==> config.mk <==
export PLATFORM = sky130hd
export DESIGN_NAME = seq_accum_adder
export DESIGN_NICKNAME = d
export VERILOG_FILES = /design/src/rtl/adder_pkg.sv /design/src/rtl/acc_stage.sv /design/src/rtl/seq_accum_adder.sv
export SDC_FILE = /design/constraint.sdc
export NUM_CORES = 1
export LEC_CHECK = 0
export CAP_MARGIN = 20
export CORE_AREA = 2 2 70 72
export CTS_BUF_LIST = sky130_fd_sc_hd__clkbuf_2 sky130_fd_sc_hd__clkbuf_4 sky130_fd_sc_hd__clkbuf_8
export DETAILED_ROUTE_END_ITERATION = 10
export DIE_AREA = 0 0 72 74
export GPL_ROUTABILITY_DRIVEN = 0
export GPL_TIMING_DRIVEN = 0
export MAX_ROUTING_LAYER = met4
export PLACE_DENSITY_LB_ADDON = 0.12
export SYNTH_ARGS = -nofsm -noshare
export SYNTH_HDL_FRONTEND = slang
export SYNTH_HIERARCHICAL = 1
export SYNTH_SLANG_ARGS = --single-unit
==> constraint.sdc <==
create_clock -name clk -period 3 [get_ports clk]
set_clock_uncertainty 0.1 [all_clocks]
set_input_delay 0.9 -clock clk [delete_from_list [all_inputs] [get_ports clk]]
set_output_delay 0.9 -clock clk [all_outputs]
set_load 0.01 [all_outputs]
==> src/rtl/adder_pkg.sv <==
// Shared types and helpers for the sequential accumulating adder.
// Build option: define ADDER_SIGNED_EN for two's-complement operands and sums.
package adder_pkg;

    typedef enum logic {
        IDLE = 1'b0,
        ACC  = 1'b1
    } state_t;

`ifdef ADDER_SIGNED_EN
    localparam logic SIGNED_EN = 1'b1;
`else
    localparam logic SIGNED_EN = 1'b0;
`endif

    function automatic int clog2(input int value);
        int result;
        int remain;
        result = 0;
        remain = value - 1;
        for (int i = 0; i < 32; i++) begin
            if (remain > 0) begin
                result = result + 1;
                remain = remain >>> 1;
            end
        end
        return result;
    endfunction

    // Fill bit for widening an operand: its MSB when signed, zero otherwise.
    function automatic logic ext_fill(input logic msb);
        return msb & SIGNED_EN;
    endfunction

endpackage

==> src/rtl/acc_stage.sv <==
// Registered accumulator with clear/load/add controls; clear has priority over load over add.
module acc_stage
    import adder_pkg::*;
#(
    parameter int SUM_W = 10
) (
    input  logic             clk,
    input  logic             rst_n,
    input  logic             clear,
    input  logic             load,
    input  logic             add,
    input  logic [SUM_W-1:0] operand,
    output logic [SUM_W-1:0] acc
);

    always_ff @(posedge clk or negedge rst_n) begin
        if (!rst_n) begin
            acc <= '0;
        end else if (clear) begin
            acc <= '0;
        end else if (load) begin
            acc <= operand;
        end else if (add) begin
            acc <= acc + operand;
        end
    end

endmodule

==> src/rtl/seq_accum_adder.sv <==
// Sums each group of COUNT operands from a valid/ready stream into a widened, registered result.
// Build option: define ADDER_SIGNED_EN for two's-complement operands and sums.
module seq_accum_adder
    import adder_pkg::*;
#(
    parameter  int WIDTH = 8,
    parameter  int COUNT = 4,
    localparam int SUM_W = WIDTH + clog2(COUNT)
) (
    input  logic             clk,
    input  logic             rst_n,
    input  logic             clear,
    input  logic             in_valid,
    output logic             in_ready,
    input  logic [WIDTH-1:0] in_data,
    output logic             out_valid,
    input  logic             out_ready,
    output logic [SUM_W-1:0] out_sum,
    output logic             busy
);

    localparam int CNT_W = clog2(COUNT);
    localparam logic [CNT_W-1:0] LAST_CNT = CNT_W'(COUNT - 1);

    state_t           state;
    state_t           next_state;
    logic [CNT_W-1:0] cnt;
    logic [SUM_W-1:0] ext_data;
    logic [SUM_W-1:0] acc;
    logic             accept;
    logic             last_beat;
    logic             acc_load;
    logic             acc_add;
    logic             acc_clear;
    logic             group_done;

    assign ext_data  = {{(SUM_W - WIDTH){ext_fill(in_data[WIDTH-1])}}, in_data};
    assign in_ready  = !out_valid || out_ready;
    assign accept    = in_valid && in_ready && !clear;
    assign last_beat = (cnt == LAST_CNT);
    assign busy      = (cnt != '0);

    always_ff @(posedge clk or negedge rst_n) begin
        if (!rst_n) begin
            state <= IDLE;
        end else begin
            state <= next_state;
        end
    end

    always_comb begin
        next_state = state;
        if (clear) begin
            next_state = IDLE;
        end else begin
            case (state)
                IDLE:    if (accept) next_state = ACC;
                ACC:     if (accept && last_beat) next_state = IDLE;
                default: next_state = IDLE;
            endcase
        end
    end

    always_comb begin
        acc_load   = 1'b0;
        acc_add    = 1'b0;
        group_done = 1'b0;
        case (state)
            IDLE:    acc_load = accept;
            ACC: begin
                acc_add    = accept && !last_beat;
                group_done = accept && last_beat;
            end
            default: ;
        endcase
        acc_clear = clear || group_done;
    end

    always_ff @(posedge clk or negedge rst_n) begin
        if (!rst_n) begin
            cnt <= '0;
        end else if (clear) begin
            cnt <= '0;
        end else if (accept) begin
            if (state == IDLE) begin
                cnt <= CNT_W'(1);
            end else if (last_beat) begin
                cnt <= '0;
            end else begin
                cnt <= cnt + CNT_W'(1);
            end
        end
    end

    acc_stage #(
        .SUM_W (SUM_W)
    ) u_acc_stage (
        .clk     (clk),
        .rst_n   (rst_n),
        .clear   (acc_clear),
        .load    (acc_load),
        .add     (acc_add),
        .operand (ext_data),
        .acc     (acc)
    );

    // A completing group overwrites the held result even while it is being consumed.
    always_ff @(posedge clk or negedge rst_n) begin
        if (!rst_n) begin
            out_valid <= 1'b0;
            out_sum   <= '0;
        end else if (clear) begin
            out_valid <= 1'b0;
        end else if (group_done) begin
            out_valid <= 1'b1;
            out_sum   <= acc + ext_data;
        end else if (out_valid && out_ready) begin
            out_valid <= 1'b0;
        end
    end

endmodule

### Word level (Yosys, flattened, before mapping)

Cells that the tools add are included.

* register bits after elaboration: 24
* input bits: 13
* output and inout port bits: 13
* word-level logic and storage cells: 42

* add/sub/neg operators: 2
* equality and inequality tests: 1
* mux-type cells: 17
* bitwise operators: 2
* reductions and logical operators: 15

Operator list (number)
* 10-bit two-way mux: 3
* 10-bit by 8-bit adder with 10-bit output: 1
* 1-bit two-way mux: 9
* 2-bit two-way mux: 4
* 3-bit nonzero test: 2
* 1-bit logical AND: 5
* 2-bit nonzero test: 2
* 1-bit logical NOT: 3
* 2-bit by 1-bit adder with 2-bit output, second input constant: 1
* 2-bit equality test, second input constant: 1
* 1-bit logical OR: 2
* 1-bit NOT: 2
* 1-bit one-hot mux with 2 select lines: 1
* 2-bit AND reduction: 1

### Depth between registers and ports, before layout

* depth after elaboration: 9
* depth in mapped cells: 9
* gate-level depth less buffers: 9

### By module

Netlist, hierarchy kept.

Modules (own cells, without submodules)
* seq_accum_adder: times used 1, cells an instance 103, area an instance 960.9 sq um, sequential area each 350.3 sq um
* acc_stage: times used 1, cells an instance 104, area an instance 894.6 sq um, sequential area each 250.2 sq um

### Worst setup path after synthesis

OpenSTA, ideal clock, no wires.

* kind: input to register
* from: in in_data[0]
* to: reg u_acc_stage.acc[6]
* setup time: 137 ps
* arrival time: 2451 ps
* required time: 2763 ps
* slack: 312 ps
* stages: 8
* path buffers: 0
* path through: ha_1 > fa_1 > a21o_1 > a21oi_1 > o21ai_0 > xor2_1 > a211oi_1 > nor3_1

* word-level cells in the longest chain between the ends: 4

RTL lines
* start: declaration: RTL line seq_accum_adder.sv:15 `input logic [WIDTH-1:0] in_data,`
* 10-bit by 8-bit adder with 10-bit output: RTL line acc_stage.sv:24 `acc <= acc + operand;`
* 10-bit two-way mux: RTL line acc_stage.sv:23 `end else if (add) begin`
* 10-bit two-way mux: RTL line acc_stage.sv:21 `end else if (load) begin`
* 10-bit two-way mux: RTL line acc_stage.sv:19 `end else if (clear) begin`
* end signal: assignment: RTL line acc_stage.sv:22 `acc <= operand;`
* end signal: assignment: RTL line acc_stage.sv:24
* end: declaration: RTL line acc_stage.sv:13 `output logic [SUM_W-1:0] acc`

Every way passes these cells. The select of a mux whose other input is x is not followed.
A chain may end at the register's enable or synchronous reset.

### Worst setup path after layout

Same ends and word-level chain as after synthesis.

==> impl_results.md <==
* Outcome: finished, final reports clean
* H-tree level count at 1
* Final Worst Setup Slack at 0.1502 ns
* Die extent in y at 74 microns
* Number of cells on the worst hold path at 2
* Count of cell instances traversed by the critical path at 9
* Worst path required time at 3.03 ns
* Max-Cap Viols at 0
* Number of antenna repair diodes at 0
* Post-DP Area at 0.002210 sq mm
* Final antenna-violating net count at 0
* Via count of the routed design at 1,545
* Non-filler cells, final at 295
* Proportion of netlist area held by the largest area contributor at 32.37%
* Internal reg-to-reg setup slack at 0.82 ns
* Placed wire-length estimate at 3150 microns
* Routed wirelength normalized by instance count at 13.28 microns
* P&R area growth vs syn at 22.45%
* Number of distinct library cells after synthesis at 45
* Relative slew slack at 64.36%
* Total power divided by cell area at 344.7 mW/mm^2
* Placeable core region at 0.004598 sq mm
* Type of the worst setup path: in2reg
* RSZ-0062 raised after global routing: false
* First drt pass iteration count at 4
* Fraction of final layout cells sized beyond drive strength 1 at 10.37%
* Placement row count at 25
* Count of endpoints failing hold in the final timing report at 0
* Largest incremental delay on the critical path at 0.44 ns
* Synthesized instance count at 207
* Least-Margin Pin Slew at 0.5330 ns
* Number of violations reported at the end of detailed-routing iteration 0 at 64
* Main synth FF type: dfrtp_1
* Initial antenna violation count at 0
* Number of global-route vias before repair at 1,433
* TritonCTS clock tree: built
* Global-route wire length before repair at 6596 microns
* Worst Path Max Fanout at 3
* Largest cells by area after synthesis: dfrtp_1 32%, ha_1 13%, a21oi_1 5.9%
* Max-slew violation count at 0
* Horizontal die dimension at 72 microns
* Number of warning messages in the yosys log at 6
* Final-stage net count at 277
* Crit path max-delay cell type: clkdlybuf4s50_1
* Final setup violation count at 0
* Area of the die at 0.005328 sq mm
* Total negative slack for setup checks at 0 ns
* Maximum number of pins on one net before global-route repair at 17
* GRT Overall Usage at 16.38%
* Tightest Hold Check Type: reg2reg
* Crit end category: flip-flop
* Number of enable flip-flop cells after synthesis at 0
* Final Cell Area at 0.002272 sq mm
* Number of I/O port buffers at 24
* Effective utilization at floorplan at 40.35%
* Register-to-Register Path Depth at 8
* Num CTS Buffers at 3
* Via count normalized by instance count at 5.237
* Total power of the final layout at 0.0007832 W
* Worst Setup Slack post-DPL at -0.3582 ns
* Buffers from clock root to sink, at most at 2
* Cell area after synthesis at 0.001856 sq mm
* Final wirelength at 3917 microns
* Insertion delay of the later-clocked pin in the worst-skew pair at 0.27 ns
* Total number of clock tree sinks at 24
* Worst vdd rail ir drop at 279.8 uV
* Cell type group with the largest total delay on the critical path: compound AO/OA/AOI/OAI gates
* Syn Area/Cell at 8.964 sq um
* Proportion of synthesized chip area in sequential cells at 32.37%
* Time the worst path needs with I/O delays and setup at 2.850 ns
* Clock root buffer: clkbuf_8
* Peak clock frequency supported by timing at 350.9 MHz
* Leading cell type in the layout, fill and taps excluded: dfrtp_1
* Final period utilization at 94.99%
* Clock transition at the registers of the reported paths at 0.08 ns
* Setup crit start kind: primary input
* Leakage Power at 1.023 nW
* Synthesized flop and latch total at 24
* DRC violations left at 0
* Number of buffers and inverters on the critical path at 1
* Async S/R FF share, synth at 100.0%
* IO Pins at 26
* Worst path arrival time at 2.88 ns
* Post-synthesis cell type with the largest combined area: dfrtp_1
* Cell chain of the critical path: clkdlybuf4s50_1 > ha_1 > fa_2 > a21o_1 > a21oi_2 > o21ai_1 > xor2_1 > a211oi_1 > nor3_1
* Total overflow reported by the global router at 0
* Commonest non-fill, non-tap cells in the layout: 24 x dfrtp_1, 23 x clkdlybuf4s50_1, 21 x a21oi_1
* Placed cell count at 291
* Count of hold-fix buffers inserted at cts at 0
-- routing by layer --
metal  vias to the layer above  GRT usage, %  wire length (microns)
met5                         -             -                      0
met4                         0         3.774                     40
met3                         4         3.252                     94
met2                        18         27.67                   1934
met1                       721         20.41                   1847
li1                        802             -                      -
-- registers in the layout (all words and copies together), names as in the netlist --
| name | cells |
|---|---|
| u_acc_stage/acc | 10 |
| out_sum | 10 |
| cnt | 2 |
| out_valid | 1 |
| state | 1 |
-- report_power, final --
| part | internal, W | switching, W |
|---|---|---|
| logic | 0.000114 | 0.000126 |
| clock network | 0.0000899 | 0.000100 |
| registers | 0.000338 | 0.0000154 |
| total | 0.000542 | 0.000241 |
-- tightest hold or removal path: cells and delay by family (launching register included) --
| family | cells | cell delay, ns |
|---|---|---|
| flops | 1 | 0.35 |
| simple gates | 1 | 0.05 |
| compound gates | 1 | 0.06 |
-- cells by family after synthesis --
kind of cell / count (synthesis) / synth area share (%)
fa+ha+maj: 21 / 14.97
flops: 24 / 32.37
xor+xnor: 13 / 6.136
simple gates: 54 / 14.50
mux: 7 / 3.978
buf+inv: 20 / 4.316
other cells: 1 / 0.2021
compound gates: 67 / 23.53
-- area by class of cell --
cell class | instances | area [sq um]
Multi-Input combinational cell | 168 | 1205
Inverter | 12 | 45.04
Buffer | 8 | 38.79
Tap cell | 54 | 67.56
Timing Repair Buffer | 26 | 274.0
Clock buffer | 3 | 41.29
Sequential cell | 24 | 600.6
Fill cell | 467 | 2326
-- per-stage QoR --
stage	utilization (%)	hold slack [ns]
floorplan	-	0.4135
global placement	47.46	0.3670
detailed placement	48.05	0.3737
CTS	49.03	0.3933
global route	49.42	0.4240
finish	49.42	0.3872
-- timing repair --
| item | 4_1_cts | 5_1_grt |
|---|---|---|
| cloned | 0 | 0 |
| pin swaps | 0 | 1 |
| buffers inserted | 0 | 1 |
| endpoints found under the setup margin | 4 | 5 |
| resized for setup | 3 | 5 |
-- worst paths after layout --
| path | start | to |
|---|---|---|
| setup / recovery | in_data[0] | u_acc_stage/acc[6]$_DFFE_PN0P_ |
| hold / removal | out_sum[1]$_DFFE_PN0P_ | out_sum[1]$_DFFE_PN0P_ |
| setup reg to reg | u_acc_stage/acc[0]$_DFFE_PN0P_ | u_acc_stage/acc[6]$_DFFE_PN0P_ |
| hold reg to reg | out_sum[1]$_DFFE_PN0P_ | out_sum[1]$_DFFE_PN0P_ |
| max in group asynchronous | rst_n | u_acc_stage/acc[9]$_DFFE_PN0P_ |
| min in group asynchronous | rst_n | out_sum[0]$_DFFE_PN0P_ |
-- synthesized netlist by cell type, types with 2 or more instances --
cell / instances
ha_1: 19
clkbuf_1: 2
xor2_1: 7
o21ai_0: 11
nand2_2: 2
nor2_1: 14
nand2b_1: 2
fa_1: 2
o211ai_1: 2
nand2_1: 18
nor4b_1: 2
a211oi_1: 3
buf_2: 4
mux2i_1: 4
mux2_1: 2
a31oi_1: 2
or3_1: 2
xnor2_1: 6
o21a_1: 4
nor3_1: 4
a21oi_2: 2
dfrtp_1: 24
nand4_1: 3
a21oi_1: 22
inv_1: 12
a221oi_1: 2
nor2b_1: 2
buf_1: 2
o21ai_1: 6
a21o_1: 5
No activity file was read; power rests on OpenSTA's default activity.
